File: config.mk
export PLATFORM = sky130hd
export DESIGN_NAME = execute_cc_stage
export DESIGN_NICKNAME = d
export VERILOG_FILES = /design/src/rtl/execute_cc_stage.sv
export SDC_FILE = /design/constraint.sdc
export NUM_CORES = 1
export LEC_CHECK = 0
export BUFFER_PORTS_ARGS = -buffer_cell sky130_fd_sc_hd__buf_2
export CORE_MARGIN = 1.5
export CORE_UTILIZATION = 48
export CTS_CLUSTER_SIZE = 30
export DETAILED_ROUTE_END_ITERATION = 8
export GPL_ROUTABILITY_DRIVEN = 1
export MAX_ROUTING_LAYER = met4
export PLACE_DENSITY = 0.75
export SLEW_MARGIN = 20
export SYNTH_ARGS = -nofsm -noshare
export SYNTH_HDL_FRONTEND = slang
export SYNTH_SLANG_ARGS = --single-unit
File: constraint.sdc
create_clock -name clk -period 2.8 [get_ports clk]
set_clock_uncertainty 0.2 [all_clocks]
set_input_delay 0.7 -clock clk [delete_from_list [all_inputs] [get_ports clk]]
set_output_delay 0.7 -clock clk [all_outputs]
set_load 0.02 [all_outputs]
File: src/rtl/execute_cc_stage.sv
// Y86-64 SEQ execute stage: ALU operand/function select, condition-code register and Cnd,
// with the result held in a one-entry valid/ready output register.
module execute_cc_stage #(
    parameter int unsigned W = 64
) (
    input  logic         clk,
    input  logic         rst_n,
    input  logic         in_valid,
    output logic         in_ready,
    input  logic [3:0]   in_icode,
    input  logic [3:0]   in_ifun,
    input  logic [W-1:0] in_valA,
    input  logic [W-1:0] in_valB,
    input  logic [W-1:0] in_valC,
    output logic         out_valid,
    input  logic         out_ready,
    output logic [3:0]   out_icode,
    output logic [W-1:0] out_valE,
    output logic         out_cnd,
    output logic         out_err,
    output logic         cc_zf,
    output logic         cc_sf,
    output logic         cc_of
);

    localparam logic [3:0] IcHalt   = 4'h0;
    localparam logic [3:0] IcNop    = 4'h1;
    localparam logic [3:0] IcCmov   = 4'h2;
    localparam logic [3:0] IcIrmovq = 4'h3;
    localparam logic [3:0] IcRmmovq = 4'h4;
    localparam logic [3:0] IcMrmovq = 4'h5;
    localparam logic [3:0] IcOpq    = 4'h6;
    localparam logic [3:0] IcJxx    = 4'h7;
    localparam logic [3:0] IcCall   = 4'h8;
    localparam logic [3:0] IcRet    = 4'h9;
    localparam logic [3:0] IcPushq  = 4'hA;
    localparam logic [3:0] IcPopq   = 4'hB;

    logic [W-1:0] alu_a, alu_b, alu_res, val_e;
    logic [1:0]   alu_fun;
    logic         uses_cnd, err, cond, cnd, of_res, lt;
    logic         accept, cc_load;

    logic         out_valid_q, out_valid_d;
    logic [3:0]   out_icode_q, out_icode_d;
    logic [W-1:0] out_val_e_q, out_val_e_d;
    logic         out_cnd_q, out_cnd_d;
    logic         out_err_q, out_err_d;
    logic         zf_q, zf_d, sf_q, sf_d, of_q, of_d;

    assign in_ready = ~out_valid_q | out_ready;
    assign accept   = in_valid & in_ready;

    // Operand/function select; the ALU always computes aluB op aluA.
    always_comb begin
        alu_a    = '0;
        alu_b    = '0;
        alu_fun  = 2'd0;
        uses_cnd = 1'b0;
        err      = 1'b0;
        case (in_icode)
            IcHalt, IcNop: ;
            IcCmov: begin
                alu_a    = in_valA;
                uses_cnd = 1'b1;
            end
            IcIrmovq: alu_a = in_valC;
            IcRmmovq, IcMrmovq: begin
                alu_a = in_valC;
                alu_b = in_valB;
            end
            IcOpq: begin
                alu_a   = in_valA;
                alu_b   = in_valB;
                alu_fun = in_ifun[1:0];
                err     = (in_ifun > 4'd3);
            end
            IcJxx: uses_cnd = 1'b1;
            IcCall, IcPushq: begin
                alu_a = ~W'(7);
                alu_b = in_valB;
            end
            IcRet, IcPopq: begin
                alu_a = W'(8);
                alu_b = in_valB;
            end
            default: err = 1'b1;
        endcase
        if (uses_cnd && (in_ifun > 4'd6)) begin
            err = 1'b1;
        end
    end

    always_comb begin
        case (alu_fun)
            2'd0:    alu_res = alu_b + alu_a;
            2'd1:    alu_res = alu_b - alu_a;
            2'd2:    alu_res = alu_b & alu_a;
            default: alu_res = alu_b ^ alu_a;
        endcase
        case (alu_fun)
            2'd0:    of_res = (alu_a[W-1] == alu_b[W-1]) && (alu_res[W-1] != alu_b[W-1]);
            2'd1:    of_res = (alu_a[W-1] != alu_b[W-1]) && (alu_res[W-1] != alu_b[W-1]);
            default: of_res = 1'b0;
        endcase
    end

    // Cnd is evaluated against the CC value held before this instruction.
    always_comb begin
        lt = sf_q ^ of_q;
        case (in_ifun)
            4'd0:    cond = 1'b1;
            4'd1:    cond = lt | zf_q;
            4'd2:    cond = lt;
            4'd3:    cond = zf_q;
            4'd4:    cond = ~zf_q;
            4'd5:    cond = ~lt;
            4'd6:    cond = ~lt & ~zf_q;
            default: cond = 1'b0;
        endcase
        cnd     = uses_cnd & ~err & cond;
        val_e   = err ? '0 : alu_res;
        cc_load = accept & (in_icode == IcOpq) & ~err;
    end

    always_comb begin
        out_valid_d = out_valid_q;
        out_icode_d = out_icode_q;
        out_val_e_d = out_val_e_q;
        out_cnd_d   = out_cnd_q;
        out_err_d   = out_err_q;
        if (accept) begin
            out_valid_d = 1'b1;
            out_icode_d = in_icode;
            out_val_e_d = val_e;
            out_cnd_d   = cnd;
            out_err_d   = err;
        end else if (out_ready) begin
            out_valid_d = 1'b0;
        end
        zf_d = zf_q;
        sf_d = sf_q;
        of_d = of_q;
        if (cc_load) begin
            zf_d = (alu_res == '0);
            sf_d = alu_res[W-1];
            of_d = of_res;
        end
    end

    always_ff @(posedge clk or negedge rst_n) begin
        if (!rst_n) begin
            out_valid_q <= 1'b0;
            out_icode_q <= 4'h0;
            out_val_e_q <= '0;
            out_cnd_q   <= 1'b0;
            out_err_q   <= 1'b0;
            zf_q        <= 1'b1;
            sf_q        <= 1'b0;
            of_q        <= 1'b0;
        end else begin
            out_valid_q <= out_valid_d;
            out_icode_q <= out_icode_d;
            out_val_e_q <= out_val_e_d;
            out_cnd_q   <= out_cnd_d;
            out_err_q   <= out_err_d;
            zf_q        <= zf_d;
            sf_q        <= sf_d;
            of_q        <= of_d;
        end
    end

    assign out_valid = out_valid_q;
    assign out_icode = out_icode_q;
    assign out_valE  = out_val_e_q;
    assign out_cnd   = out_cnd_q;
    assign out_err   = out_err_q;
    assign cc_zf     = zf_q;
    assign cc_sf     = sf_q;
    assign cc_of     = of_q;

endmodule

==> load_flow_metrics.sql <==
INSERT INTO impl_metrics (metric_group, metric, value, unit) VALUES
('cts', 'htree_num_levels', '3', ''),
('worst_setup_path', 'rr_startpoint', 'out_valid', ''),
('worst_setup_path', 'worst_setup_path_endpoint', 'cc_zf', ''),
('timing', 'setup_slack', '-4.08', 'ns'),
('worst_setup_path', 'critical_path.max_stage_delay', '0.42', 'ns'),
('worst_setup_path', 'worst_ep_required_time', '2.86', 'ns'),
('yosys', 'netlist-cell-type-count', '91', ''),
('layout', 'area.growth.synth_to_final', '83.9', '%'),
('grt', 'grt_pass1_vias', '18700', ''),
('worst_setup_path', 'terminus_of_the_critical_flop_to_flop_path', 'cc_zf', ''),
('power_and_ir_drop', 'netSwitchingFraction', '45.5', '%'),
('floorplanning', 'die_w', '166', 'um'),
('yosys', 'syn_area_per_cell', '7.23', 'sq um'),
('timing', 'grt_setup_unrepaired', 'true', ''),
('timing', 'final_number_of_setup_violating_endpoints', '68', ''),
('timing', 'final_hold_viol_count', '0', ''),
('cts', 'ctsRootBufferMaster', 'sky130_fd_sc_hd__clkbuf_16', ''),
('drt', 'vias', '20700', ''),
('grt', 'grt.total_usage', '50.3', '%'),
('drt', 'initialDrtViolationCount', '3327', ''),
('drt', 'drt_pre_antenna_iters', '7', ''),
('power_and_ir_drop', 'power.leakage', '11.5', 'nW'),
('timing', 'final.period_utilization', '246', '%'),
('yosys', 'ys_warn_count', '0', ''),
('worst_setup_path', 'critPathSlowestCell', 'sky130_fd_sc_hd__or3_1', ''),
('worst_setup_path', 'r2r.worst_path.cells', '9', ''),
('power_and_ir_drop', 'pwr_density_cell', '400', 'nW/um^2'),
('power_and_ir_drop', 'p_comb_share', '71.1', '%'),
('layout', 'num-nets-final', '3032', ''),
('floorplanning', 'initial_core_util', '48.8', '%'),
('timing', 'min_period', '6.88', 'ns'),
('outcome', 'run_status', 'finished, violations left', ''),
('grt', 'grt_overflow', '0', ''),
('timing', 'finalSetupTns', '-171.28', 'ns'),
('power_and_ir_drop', 'clock_power_share', '13.4', '%'),
('worst_setup_path', 'worstSetupPathType', 'input pin to register', ''),
('drt', 'drt-vias-per-instance', '6.79', ''),
('timing', 'timing.max_slew.rel_slack', '37.2', '%'),
('power_and_ir_drop', 'p_switching', '4.26', 'mW'),
('grt', 'pin_count_of_the_biggest_net_entering_global_routing', '58', ''),
('worst_setup_path', 'crit_arrival', '6.94', 'ns'),
('cts', 'clock_tree_buf_depth', '2', ''),
('timing', 'tightest_slew', '0.938', 'ns'),
('worst_setup_path', 'critPathLaunchType', 'input pin', ''),
('floorplanning', 'die_area', '27500', 'sq um'),
('worst_setup_path', 'worstSetupStartpoint', 'in_icode[1]', ''),
('worst_setup_path', 'crit_path_max_fanout', '6', ''),
('grt', 'grt_first_pass_wirelength', '106', 'mm'),
('run', 'maxCapViolCount', '0', ''),
('place', 'io_buffer_count', '278', ''),
('grt', 'initial_antenna_violation_count', '4', ''),
('drt', 'avgRoutedWirePerCell', '26.7', 'um'),
('yosys', 'seq_cells_post_synth', '74', ''),
('outcome', 'violations', 'negative setup slack', ''),
('yosys', 'post_synthesis_cells', '1758', ''),
('cts', 'cts-buffers-inserted', '9', ''),
('hold_path', 'worst_hold_path_type', 'input pin to async pin', ''),
('yosys', 'synth_sequential_area_ratio', '14.6', '%'),
('yosys', 'ys_async_sr_fraction', '100', '%'),
('drt', 'final_antenna_net_count', '0', ''),
('yosys', 'synth_edf_count', '0', ''),
('worst_setup_path', 'critical_path.most_common_cell', 'sky130_fd_sc_hd__buf_6', ''),
('timing', 'fmax', '0.145', 'GHz'),
('layout', 'fillCellCount', '1155', ''),
('floorplanning', 'die_h', '166', 'um'),
('yosys', 'most_frequently_used_flop_master_after_synthesis', 'sky130_fd_sc_hd__dfrtp_1', ''),
('floorplanning', 'core_area', '26100', 'sq um'),
('timing', 'slew_viol_final', '0', ''),
('layout', 'layout_cell_share_with_drive_strength_beyond_1', '57.3', '%'),
('cts', 'cts_num_sinks', '74', ''),
('place', 'gp_routability_congestion', '1.05', '');
## sequential cells by signal, indices dropped and copies added, names as in the netlist
signal / cells
cc_of: 1
cc_sf: 1
cc_zf: 1
out_cnd: 1
out_err: 1
out_icode: 4
out_valE: 64
out_valid: 1
## Yosys cell counts, types with 5 or more instances
library cell                 n  share of area (%)
sky130_fd_sc_hd__nand3_1    38                1.5
sky130_fd_sc_hd__mux2i_1    49                3.9
sky130_fd_sc_hd__a22oi_1    19                1.1
sky130_fd_sc_hd__nor4_1     16               0.79
sky130_fd_sc_hd__xor2_1     46                3.2
sky130_fd_sc_hd__a211oi_1   21                1.2
sky130_fd_sc_hd__nand4_1    26                1.3
sky130_fd_sc_hd__a21o_1     29                1.7
sky130_fd_sc_hd__buf_2      24               0.94
sky130_fd_sc_hd__a32o_1      5               0.39
sky130_fd_sc_hd__nor2b_1    78                3.8
sky130_fd_sc_hd__a22o_1     30                2.1
sky130_fd_sc_hd__inv_1      28               0.83
sky130_fd_sc_hd__and2_1     10               0.49
sky130_fd_sc_hd__nand2b_1   13               0.64
sky130_fd_sc_hd__nand3b_1    5               0.30
sky130_fd_sc_hd__or4_1       5               0.30
sky130_fd_sc_hd__mux2_2     17                1.5
sky130_fd_sc_hd__o41ai_1     6               0.41
sky130_fd_sc_hd__buf_1      10               0.30
sky130_fd_sc_hd__and4_1     10               0.69
sky130_fd_sc_hd__and3_1     19               0.93
sky130_fd_sc_hd__nand2_1   225                6.6
sky130_fd_sc_hd__o21ai_1    29                1.1
sky130_fd_sc_hd__or3_1      15               0.74
sky130_fd_sc_hd__o21bai_1    8               0.47
sky130_fd_sc_hd__a31oi_1    39                1.9
sky130_fd_sc_hd__or2_2       5               0.25
sky130_fd_sc_hd__nor3_1     25               0.98
sky130_fd_sc_hd__clkbuf_1   81                2.4
sky130_fd_sc_hd__a31o_2      5               0.34
sky130_fd_sc_hd__o21ai_0   155                6.1
sky130_fd_sc_hd__a21oi_1   147                5.8
sky130_fd_sc_hd__o31ai_1     7               0.41
sky130_fd_sc_hd__buf_6       9               0.80
sky130_fd_sc_hd__ha_1      128                 13
sky130_fd_sc_hd__a41oi_1     7               0.48
sky130_fd_sc_hd__o211ai_1   11               0.65
sky130_fd_sc_hd__dfrtp_1    73                 14
sky130_fd_sc_hd__nand4b_1    5               0.34
sky130_fd_sc_hd__xnor2_1    66                4.5
sky130_fd_sc_hd__buf_4       5               0.30
sky130_fd_sc_hd__o21a_1     11               0.65
sky130_fd_sc_hd__nor2_1    114                3.4
## cell type report
type,instances,area [sq um],area share [%]
Sequential cell,74,1850,7.92
Clock buffer,10,229,0.979
Inverter,29,115,0.492
Timing Repair Buffer,1056,7790,33.3
Multi-Input combinational cell,1529,12900,55.1
Tap cell,335,419,1.79
Antenna cell,4,10.0,0.0428
Clock inverter,6,90.1,0.385
## logic make-up (layout without fill, tap and decap cells)
kind of cell / count (synthesis) / count (layout) / share of synthesized area, %
flip-flops: 74 / 74 / 14.6
XOR/XNOR: 112 / 112 / 7.71
buffers and inverters: 158 / 1101 / 5.58
adder cells (fa/ha/maj): 129 / 129 / 12.7
other: 0 / 4 / 0
AND/OR/NAND/NOR: 633 / 636 / 24.8
AO/OA/AOI/OAI: 586 / 586 / 29.2
multiplexers: 66 / 66 / 5.36
## layout by cell type (no fill, tap or decap), types with 12 or more instances in the layout
cell and instances:
sky130_fd_sc_hd__inv_1 22, sky130_fd_sc_hd__xnor2_1 43, sky130_fd_sc_hd__xnor2_2 22, sky130_fd_sc_hd__nand3_1 26, sky130_fd_sc_hd__buf_4 677, sky130_fd_sc_hd__nor2b_1 72, sky130_fd_sc_hd__a31oi_1 26, sky130_fd_sc_hd__xor2_1 32
sky130_fd_sc_hd__mux2_2 16, sky130_fd_sc_hd__a22o_1 29, sky130_fd_sc_hd__nor2_2 15, sky130_fd_sc_hd__nand2_2 16, sky130_fd_sc_hd__nand2_1 198, sky130_fd_sc_hd__ha_1 113, sky130_fd_sc_hd__dfrtp_1 73, sky130_fd_sc_hd__buf_6 85
sky130_fd_sc_hd__a21oi_1 67, sky130_fd_sc_hd__mux2i_1 47, sky130_fd_sc_hd__a21o_1 29, sky130_fd_sc_hd__a21oi_4 17, sky130_fd_sc_hd__nor3_1 12, sky130_fd_sc_hd__nor2_1 86, sky130_fd_sc_hd__a22oi_1 14, sky130_fd_sc_hd__o21ai_2 73
sky130_fd_sc_hd__o21ai_0 50, sky130_fd_sc_hd__a21oi_2 65, sky130_fd_sc_hd__buf_2 274, sky130_fd_sc_hd__nand4_1 26, sky130_fd_sc_hd__xor2_2 13, sky130_fd_sc_hd__nor2_4 17, sky130_fd_sc_hd__a211oi_1 12, sky130_fd_sc_hd__buf_12 15
sky130_fd_sc_hd__o21ai_1 58
## worst min path at each step
stage | start | end | depth (start not counted)
floorplan | rst_n | cc_of | 0
global placement | out_valE[12] | out_valE[12] | 2
detailed placement | out_valE[39] | out_valE[39] | 1
CTS | rst_n | out_valE[62] | 1
global route | rst_n | out_valE[62] | 1
finish | rst_n | out_valE[49] | 1
## per-stage QoR
| stage | utilization [%] | hold slack (ns) | cell area, sq um | instances | worst slack [ns] |
|---|---|---|---|---|---|
| floorplan | - | 0.204 | 13100 | 1758 | -3.16 |
| global placement | 73.3 | 0.247 | 19100 | 2869 | -4.24 |
| detailed placement | 73.3 | 0.260 | 19100 | 2869 | -4.32 |
| CTS | 84.5 | 0.120 | 22000 | 2989 | -3.33 |
| global route | 89.7 | 0.149 | 23400 | 3043 | -4.18 |
| finish | 89.7 | 0.109 | 23400 | 3043 | -4.08 |
## power groups by stage
stage	Sequential, mW	Combinational [mW]	Clock, mW
3_3_place_gp	1.41	4.77	0
3_5_place_dp	1.42	4.88	0
4_1_cts	1.42	5.68	1.22
2_1_floorplan	1.67	2.15	0
6_report	1.44	6.66	1.26
5_1_grt	1.45	6.84	1.28
## per-layer routing
layer | GRT usage, % | share of wire [%] | vias up
met5 | - | 0 | -
met1 | 64.2 | 35 | 9437
met3 | 11.4 | 15 | 716
met2 | 75.2 | 41 | 2149
li1 | - | - | 8350
met4 | 23.5 | 8.6 | 0
## what timing repair did
action / CTS / global route
buffers inserted: 111 / 61
pin swaps: 180 / 167
gates cloned: 3 / 0
gates resized for setup: 463 / 211
endpoints found under the setup margin: 68 / 68
## critical path: cells and delay by family
family | cells | cell delay [ns]
compound gates | 12 | 2.38
xor+xnor | 2 | 0.56
fa+ha+maj | 1 | 0.38
buf+inv | 7 | 0.96
simple gates | 8 | 1.92
(Power assumes the default switching activity.)
